### config.mk
export PLATFORM = sky130hd
export DESIGN_NAME = uart_tx_dev
export DESIGN_NICKNAME = d
export VERILOG_FILES = /design/src/rtl/uart_tx_dev.sv
export SDC_FILE = /design/constraint.sdc
export NUM_CORES = 1
export LEC_CHECK = 0
export CORE_MARGIN = 8
export CORE_UTILIZATION = 55
export DETAILED_ROUTE_END_ITERATION = 12
export PLACE_DENSITY = 0.95
export REMOVE_ABC_BUFFERS = 1
export SLEW_MARGIN = 20
export SYNTH_ARGS = -nofsm -noshare
export SYNTH_HDL_FRONTEND = slang
export SYNTH_SLANG_ARGS = --single-unit
### constraint.sdc
create_clock -name clk -period 7.3 [get_ports clk]
set_clock_uncertainty 0.1 [all_clocks]
set_input_delay 0.73 -clock clk [delete_from_list [all_inputs] [get_ports clk]]
set_output_delay 0.73 -clock clk [all_outputs]
set_load 0.01 [all_outputs]
### src/rtl/uart_tx_dev.sv
// uart_tx_dev: memory-mapped 8N1 UART transmitter with a small TX FIFO.
//
// Ports:
//   clk    system clock; all state changes on the rising edge
//   reset  asynchronous active-low reset
//   Addr   bridge word address; Addr[3:2] selects CTRL/DIV/TXDAT/STAT
//   WE     single-cycle write strobe
//   Din    write data
//   Dout   combinational read data for the register selected by Addr[3:2]
//   IRQ    registered level interrupt: IE & FIFO empty & transmitter idle
//   tx     serial output, idle high, LSB first
module uart_tx_dev #(
   parameter int unsigned FIFO_DEPTH = 4,
   parameter logic [15:0] DIV_RESET  = 16'd5208
) (
   input  logic        clk,
   input  logic        reset,
   input  logic [29:0] Addr,
   input  logic        WE,
   input  logic [31:0] Din,
   output logic [31:0] Dout,
   output logic        IRQ,
   output logic        tx
);

   localparam int unsigned PtrW = $clog2(FIFO_DEPTH);
   localparam int unsigned CntW = $clog2(FIFO_DEPTH + 1);
   localparam logic [CntW-1:0] CntFull = CntW'(FIFO_DEPTH);

   typedef enum logic [1:0] {StIdle, StStart, StData, StStop} state_e;

   logic [1:0]      ctrl_q, ctrl_d;    // [0] TE, [1] IE
   logic [15:0]     div_q, div_d;
   logic [7:0]      mem_q [FIFO_DEPTH];
   logic [7:0]      mem_d [FIFO_DEPTH];
   logic [PtrW-1:0] wptr_q, wptr_d, rptr_q, rptr_d;
   logic [CntW-1:0] cnt_q, cnt_d;
   logic            ovf_q, ovf_d;
   state_e          state_q, state_d;
   logic [15:0]     bcnt_q, bcnt_d;
   logic [2:0]      bidx_q, bidx_d;
   logic [7:0]      shift_q, shift_d;
   logic            tx_q, tx_d;
   logic            irq_q, irq_d;

   logic [1:0]  sel;
   logic        wr_ctrl, wr_div, wr_txdat, wr_stat;
   logic        empty, full, push, pop, bit_end;
   logic [15:0] div_eff;
   logic        unused_bits;

   // Only Addr[3:2] is decoded; upper data bits are ignored on writes.
   assign unused_bits = ^{Addr[29:4], Addr[1:0], Din[31:16]};

   always_comb begin
      sel      = Addr[3:2];
      wr_ctrl  = WE && (sel == 2'd0);
      wr_div   = WE && (sel == 2'd1);
      wr_txdat = WE && (sel == 2'd2);
      wr_stat  = WE && (sel == 2'd3);

      empty   = (cnt_q == '0);
      full    = (cnt_q == CntFull);
      div_eff = (div_q == 16'd0) ? 16'd1 : div_q;
      // >= rather than == so a DIV shrunk mid-bit ends the bit on the next cycle
      bit_end = (bcnt_q >= (div_eff - 16'd1));

      pop  = (state_q == StIdle) && ctrl_q[0] && !empty;
      // Fullness is judged before this edge, so a same-edge pop cannot rescue the byte
      push = wr_txdat && !full;
   end

   // Register file and FIFO next state
   always_comb begin
      ctrl_d = ctrl_q;
      div_d  = div_q;
      ovf_d  = ovf_q;
      mem_d  = mem_q;
      wptr_d = wptr_q;
      rptr_d = rptr_q;
      cnt_d  = cnt_q;

      if (wr_ctrl) ctrl_d = Din[1:0];
      if (wr_div)  div_d  = Din[15:0];
      if (wr_stat) ovf_d  = 1'b0;
      if (wr_txdat && full) ovf_d = 1'b1;

      if (push) begin
         mem_d[wptr_q] = Din[7:0];
         wptr_d        = wptr_q + PtrW'(1);
      end
      if (pop) begin
         rptr_d = rptr_q + PtrW'(1);
      end

      if (push && !pop) begin
         cnt_d = cnt_q + CntW'(1);
      end else if (!push && pop) begin
         cnt_d = cnt_q - CntW'(1);
      end
   end

   // Transmit FSM next state; tx is registered, so it changes on the transition edge
   always_comb begin
      state_d = state_q;
      bcnt_d  = bcnt_q;
      bidx_d  = bidx_q;
      shift_d = shift_q;
      tx_d    = tx_q;

      case (state_q)
         StIdle: begin
            tx_d = 1'b1;
            if (pop) begin
               shift_d = mem_q[rptr_q];
               state_d = StStart;
               bcnt_d  = 16'd0;
               tx_d    = 1'b0;
            end
         end
         StStart: begin
            if (bit_end) begin
               state_d = StData;
               bcnt_d  = 16'd0;
               bidx_d  = 3'd0;
               tx_d    = shift_q[0];
            end else begin
               bcnt_d = bcnt_q + 16'd1;
            end
         end
         StData: begin
            if (bit_end) begin
               bcnt_d = 16'd0;
               if (bidx_q == 3'd7) begin
                  state_d = StStop;
                  tx_d    = 1'b1;
               end else begin
                  bidx_d = bidx_q + 3'd1;
                  tx_d   = shift_q[bidx_q + 3'd1];
               end
            end else begin
               bcnt_d = bcnt_q + 16'd1;
            end
         end
         StStop: begin
            if (bit_end) begin
               state_d = StIdle;
               bcnt_d  = 16'd0;
               tx_d    = 1'b1;
            end else begin
               bcnt_d = bcnt_q + 16'd1;
            end
         end
         default: begin
            state_d = StIdle;
            tx_d    = 1'b1;
         end
      endcase

      irq_d = ctrl_q[1] && empty && (state_q == StIdle);
   end

   always_ff @(posedge clk or negedge reset) begin
      if (!reset) begin
         ctrl_q  <= 2'b00;
         div_q   <= DIV_RESET;
         mem_q   <= '{default: 8'h00};
         wptr_q  <= '0;
         rptr_q  <= '0;
         cnt_q   <= '0;
         ovf_q   <= 1'b0;
         state_q <= StIdle;
         bcnt_q  <= 16'd0;
         bidx_q  <= 3'd0;
         shift_q <= 8'h00;
         tx_q    <= 1'b1;
         irq_q   <= 1'b0;
      end else begin
         ctrl_q  <= ctrl_d;
         div_q   <= div_d;
         mem_q   <= mem_d;
         wptr_q  <= wptr_d;
         rptr_q  <= rptr_d;
         cnt_q   <= cnt_d;
         ovf_q   <= ovf_d;
         state_q <= state_d;
         bcnt_q  <= bcnt_d;
         bidx_q  <= bidx_d;
         shift_q <= shift_d;
         tx_q    <= tx_d;
         irq_q   <= irq_d;
      end
   end

   always_comb begin
      case (sel)
         2'd0:    Dout = {30'd0, ctrl_q};
         2'd1:    Dout = {16'd0, div_q};
         2'd2:    Dout = 32'd0;
         default: Dout = {24'd0, 4'(cnt_q), ovf_q, empty, full, (state_q != StIdle)};
      endcase
   end

   assign IRQ = irq_q;
   assign tx  = tx_q;

endmodule

Word-level counts from Yosys, hierarchy flattened
Index checks and enable logic that the tools add are counted.
{ "totals": {"regBits": 89, "inputBits": 65, "out_inout_bits": 34, "word_cells": 107} }
{ "classes": {"add_sub_neg": 7, "magnitude_cmp": 5, "n_eq_ne": 14, "n_mux": 33, "bitwise_logic": 2, "n_reduce_logical": 30} }
{ "op_table": {"columns": ["operator", "count"], "rows": [
  ["16-bit two-way mux", 3],
  ["16-bit case mux with 3 select lines", 1],
  ["32-bit bitwise mux", 1],
  ["16-bit case mux with 2 select lines", 1],
  ["8-bit two-way mux", 3],
  ["16-bit by 1-bit adder with 16-bit output, second input constant", 1],
  ["8-bit binary-select mux with 2-bit select", 1],
  ["8-bit demux with 2-bit select", 1],
  ["16-bit greater-or-equal comparator", 1],
  ["16-bit logical NOT", 1],
  ["16-bit by 1-bit subtractor with 16-bit output, second input constant", 1],
  ["3-bit two-way mux", 5],
  ["1-bit logical AND", 13],
  ["2-bit != test, second input constant", 6],
  ["2-bit two-way mux", 5],
  ["2-bit == test, second input constant", 4],
  ["1-bit two-way mux", 8],
  ["2-bit case mux with 4 select lines", 1],
  ["2-bit nonzero test", 4],
  ["3-bit by 1-bit adder with 3-bit output, second input constant", 2],
  ["3-bit == test, second input constant", 2],
  ["3-bit greater-or-equal comparator, second input constant", 2],
  ["2-bit inverter with 3-bit output", 2],
  ["3-bit case mux with 2 select lines", 1],
  ["15 further kinds", 21]
]} }

Longest topological paths before layout
{ "depth": {"depth_word": 7, "mapped_depth": 15, "mapped_depth_nobuf": 14} }

Least setup slack after synthesis
No wires, ideal clock.
{ "synth_timing": {"path_type": "register to register", "start": "register div_q[9]", "end": "register state_q[1]", "setup_ps": 127, "arrival_time_ps": 4068, "required_time_ps": 7073, "slack_ps": 3005, "path_stages_with_launch": 15, "path_buffers": 0, "period_less_slack_ps": 4295, "path_cell_list": "dfrtp_1 -> or4_1 -> nor4b_4 -> a31oi_1 -> ha_1 -> nor3b_1 -> nand2_1 -> nor2_1 -> xnor2_1 -> ha_1 -> nand4_2 -> or4_4 -> o32ai_4 -> o311a_2 -> mux2_1"} }
{ "synth_between": {"elab_chain_len": 6, "elab_cells_between_ends": 8, "classes_between": "add/sub: 1; order compare: 1; eq/ne: 3; mux: 1; reduce/logical: 2"} }
{ "synth_rtl": {"columns": ["item", "line_no", "rtl"], "rows": [
  ["start: declaration", "33", "logic [15:0] div_q, div_d;"],
  ["start signal: assignment", "180", "div_q <= div_d;"],
  ["16-bit logical NOT", "64", "div_eff = (div_q == 16'd0) ? 16'd1 : div_q;"],
  ["16-bit two-way mux *", "64", null],
  ["16-bit by 1-bit subtractor with 16-bit output *", "66", "bit_end = (bcnt_q >= (div_eff - 16'd1));"],
  ["16-bit greater-or-equal comparator *", "66", null],
  ["2-bit != test (no line)", null, null],
  ["5-bit AND reduction (no line) *", null, null],
  ["end signal: assignment", "172", "state_q <= StIdle;"],
  ["end signal: assignment", "186", "state_q <= state_d;"],
  ["end: declaration", "39", "state_e state_q, state_d;"]
]} }
Every way passes the cells marked *; elsewhere a longest branch is shown, timed or not.
A chain may end at the register's enable or synchronous reset.

Worst setup path in the final report
Ends and elaborated chain as after synthesis.

==> impl_metrics.py <==
metrics = {
    "outcome": {
        "outcome": "finished clean",
    },
    "cells_and_area": {
        "fillers": 662,
        "syn_to_final_growth_pct": 12.0,
        "drive_gt1_share_pct": 22.1,
        "final_cell_area_um2": 5690,
        "final_core_util_pct": 62.5,
        "antenna-diode-count": 0,
        "finalNonFillerCells": 586,
        "nets": 566,
    },
    "drt": {
        "routed_wl_mm": 10.9,
        "first_iter_violations": 139,
        "vias": 3432,
        "viasPerCell": 5.86,
        "firstDrtPassIters": 4,
        "wl_per_cell_um": 18.7,
        "ant_nets": 0,
        "drc": 0,
    },
    "sta": {
        "max_freq_ghz": 0.209,
        "finalHoldViolations": 0,
        "timing.setup.tns_ns": 0,
        "worst_pin_slew_ns": 1.05,
        "hold_ws_ns": 0.308,
        "timing.final.ws_setup_ns": 2.51,
        "period_share_pct": 65.7,
        "slew_viol_final": 0,
        "min_period_ns": 4.79,
        "rsz0062_at_grt": "false",
        "timing.slew.headroom_pct": 29.7,
        "setup_viol": 0,
    },
    "cts": {
        "cts_buffers": 9,
        "cts_tree": "yes",
        "cts_hold_buf": 0,
        "cts_setup_buffers": 0,
        "h-tree-depth": 3,
        "clock_sinks": 89,
        "clockBufferDepth": 2,
        "path_clk_slew_ns": 0.11,
        "root_buffer": "clkbuf_8",
        "cts-resized-gates": 0,
        "worstSkewPairLatency_ns": 0.37,
    },
    "place": {
        "gp_congestion": 0.809,
        "place_area_um2": 5480,
        "dp_hpwl_mm": 7.73,
        "place_ws_ns": 2.58,
        "io_buffers": 38,
        "dp_cells": 570,
    },
    "logic_synthesis": {
        "synthTopCellsByCount": "dfrtp_1 (83), mux2_2 (61), nor2_1 (31)",
        "synth_area_leaders": "dfrtp_1 (41%), mux2_2 (14%), ha_1 (7.4%)",
        "async_reset_ff_share_pct": 100,
        "synthFlopType": "dfrtp_1",
        "synth-edff-count": 0,
        "avgSynthCellArea_um2": 11.7,
        "synth.most_common_cell": "dfrtp_1",
        "ys_warn_count": 0,
        "syn-instance-count": 433,
        "synth_area_um2": 5080,
        "ys_seq_area_share_pct": 44.0,
        "ys_ff_latch": 89,
        "yosysTopAreaCellShare_pct": 40.9,
        "synth_top_area_cell": "dfrtp_1",
        "ys_types": 54,
    },
    "setup_path": {
        "reg2reg_depth": 14,
        "arrival_ns": 4.95,
        "cp_max_fo": 7,
        "r2r-start": "div_q[9]$_DFFE_PN0P_",
        "worstSetupEndpointType": "flip-flop",
        "critPathRequiredTime_ns": 7.45,
        "reg2reg_to": "state_q[1]$_DFFE_PN0P_",
        "startpoint_type": "flip-flop",
        "reg2reg_slack_ns": 2.51,
        "crit_type": "reg -> reg",
    },
    "floorplanning": {
        "die_area_um2": 12600,
        "die_w_um": 112,
        "start_util_pct": 55.8,
        "ios": 99,
        "die_h_um": 112,
        "core_um2": 9110,
        "row_count": 35,
    },
    "flow_run": {
        "drv_cap": 0,
    },
    "power_and_ir_drop": {
        "p_per_area_nw_per_um2": 325,
        "power.leakage_nw": 2.46,
        "vdd_drop_max_uv": 268,
        "finalPower_mw": 1.85,
    },
    "global_route": {
        "grt_pass1_wl_mm": 18.5,
        "antenna_found_initial": 0,
        "overflow": 0,
        "grt_pass1_vias": 3768,
        "grt.total_usage_pct": 18.1,
        "grt_max_degree": 90,
    },
    "hold_path": {
        "hold_path_class": "in -> async",
    },
}
## critical path, stage by stage, from the launching register on
cell and delay, ns:
dfrtp_1 0.46, or4_1 0.63, nor4b_4 0.40, a31oi_1 0.21, ha_1 0.28, nor3b_1 0.18
nand2_1 0.17, nor2_1 0.07, xnor2_1 0.12, ha_1 0.31, nand4_2 0.19, or4_4 0.61
o32ai_4 0.36, o311a_2 0.26, mux2_1 0.33
## metal layers
metal  share of wire [%]  up-vias  GRT usage [%]  wire length (um)
met5                   0        -              0                 0
met3                 3.7       19           3.11               403
met1                  42     1732           21.0              4550
met2                  53       80           32.0              5740
li1                    -     1601              -                 -
met4                 2.2        0           8.00               242
## worst max-delay path by stage
stage	startpoint	endpoint	slack (ns)	depth (start not counted)
2_1_floorplan	div_q[9]$_DFFE_PN0P_	state_q[1]$_DFFE_PN0P_	3.00	14
3_3_place_gp	div_q[9]$_DFFE_PN0P_	state_q[1]$_DFFE_PN0P_	2.67	14
3_5_place_dp	div_q[9]$_DFFE_PN0P_	state_q[1]$_DFFE_PN0P_	2.58	14
4_1_cts	div_q[9]$_DFFE_PN0P_	state_q[1]$_DFFE_PN0P_	2.56	14
5_1_grt	div_q[9]$_DFFE_PN0P_	state_q[1]$_DFFE_PN0P_	2.32	14
6_report	div_q[9]$_DFFE_PN0P_	state_q[1]$_DFFE_PN0P_	2.51	14
## registers in the layout, summed over array words and instances (netlist names), 2 cells and up
register and count:
bcnt_q 16, bidx_q 3, cnt_q 3, ctrl_q 2, div_q 16, mem_q 32
rptr_q 2, shift_q 8, state_q 2, wptr_q 2
## cell usage in the layout, fill, tap and decap left out, types with 4 or more instances in the layout
cell type	netlist	layout
nand4_1	7	7
a21oi_1	13	13
nor4_1	4	4
dfrtp_1	83	83
mux4_2	10	10
nand2_1	26	26
o21ai_0	8	8
xor2_1	13	13
nand3_1	8	8
nor2b_1	6	6
dfstp_2	6	6
xnor2_1	17	17
inv_1	13	13
clkbuf_8	0	9
inv_8	0	4
conb_1	1	16
nor3_1	4	4
and3_1	4	4
clkdlybuf4s50_1	0	37
mux2i_1	7	7
and2_1	9	9
mux2_2	61	61
nor2_1	31	31
ha_1	30	30
## power by group
part           leakage (nW)  switching, mW  internal, mW
Clock                 0.104          0.208         0.138
Combinational          1.25          0.295         0.372
Sequential             1.11          0.169         0.668
## cells by family after synthesis
family | after synthesis | synth area share (%)
xor+xnor | 30 | 5.17
compound gates | 46 | 6.82
mux | 79 | 19.6
fa+ha+maj | 31 | 7.78
simple gates | 117 | 12.3
buf+inv | 40 | 4.29
other cells | 1 | 0.0738
flops | 89 | 44.0
## cell type report
type	instances	area [um2]	area share, %
Clock buffer	9	124	2.18
Timing Repair Buffer	38	382	6.71
Tap cell	111	139	2.44
Multi-Input combinational cell	319	2680	47.2
Sequential cell	89	2230	39.3
Clock inverter	7	78.8	1.39
Inverter	13	48.8	0.858
Note: power is estimated with default switching activity, not from simulation.
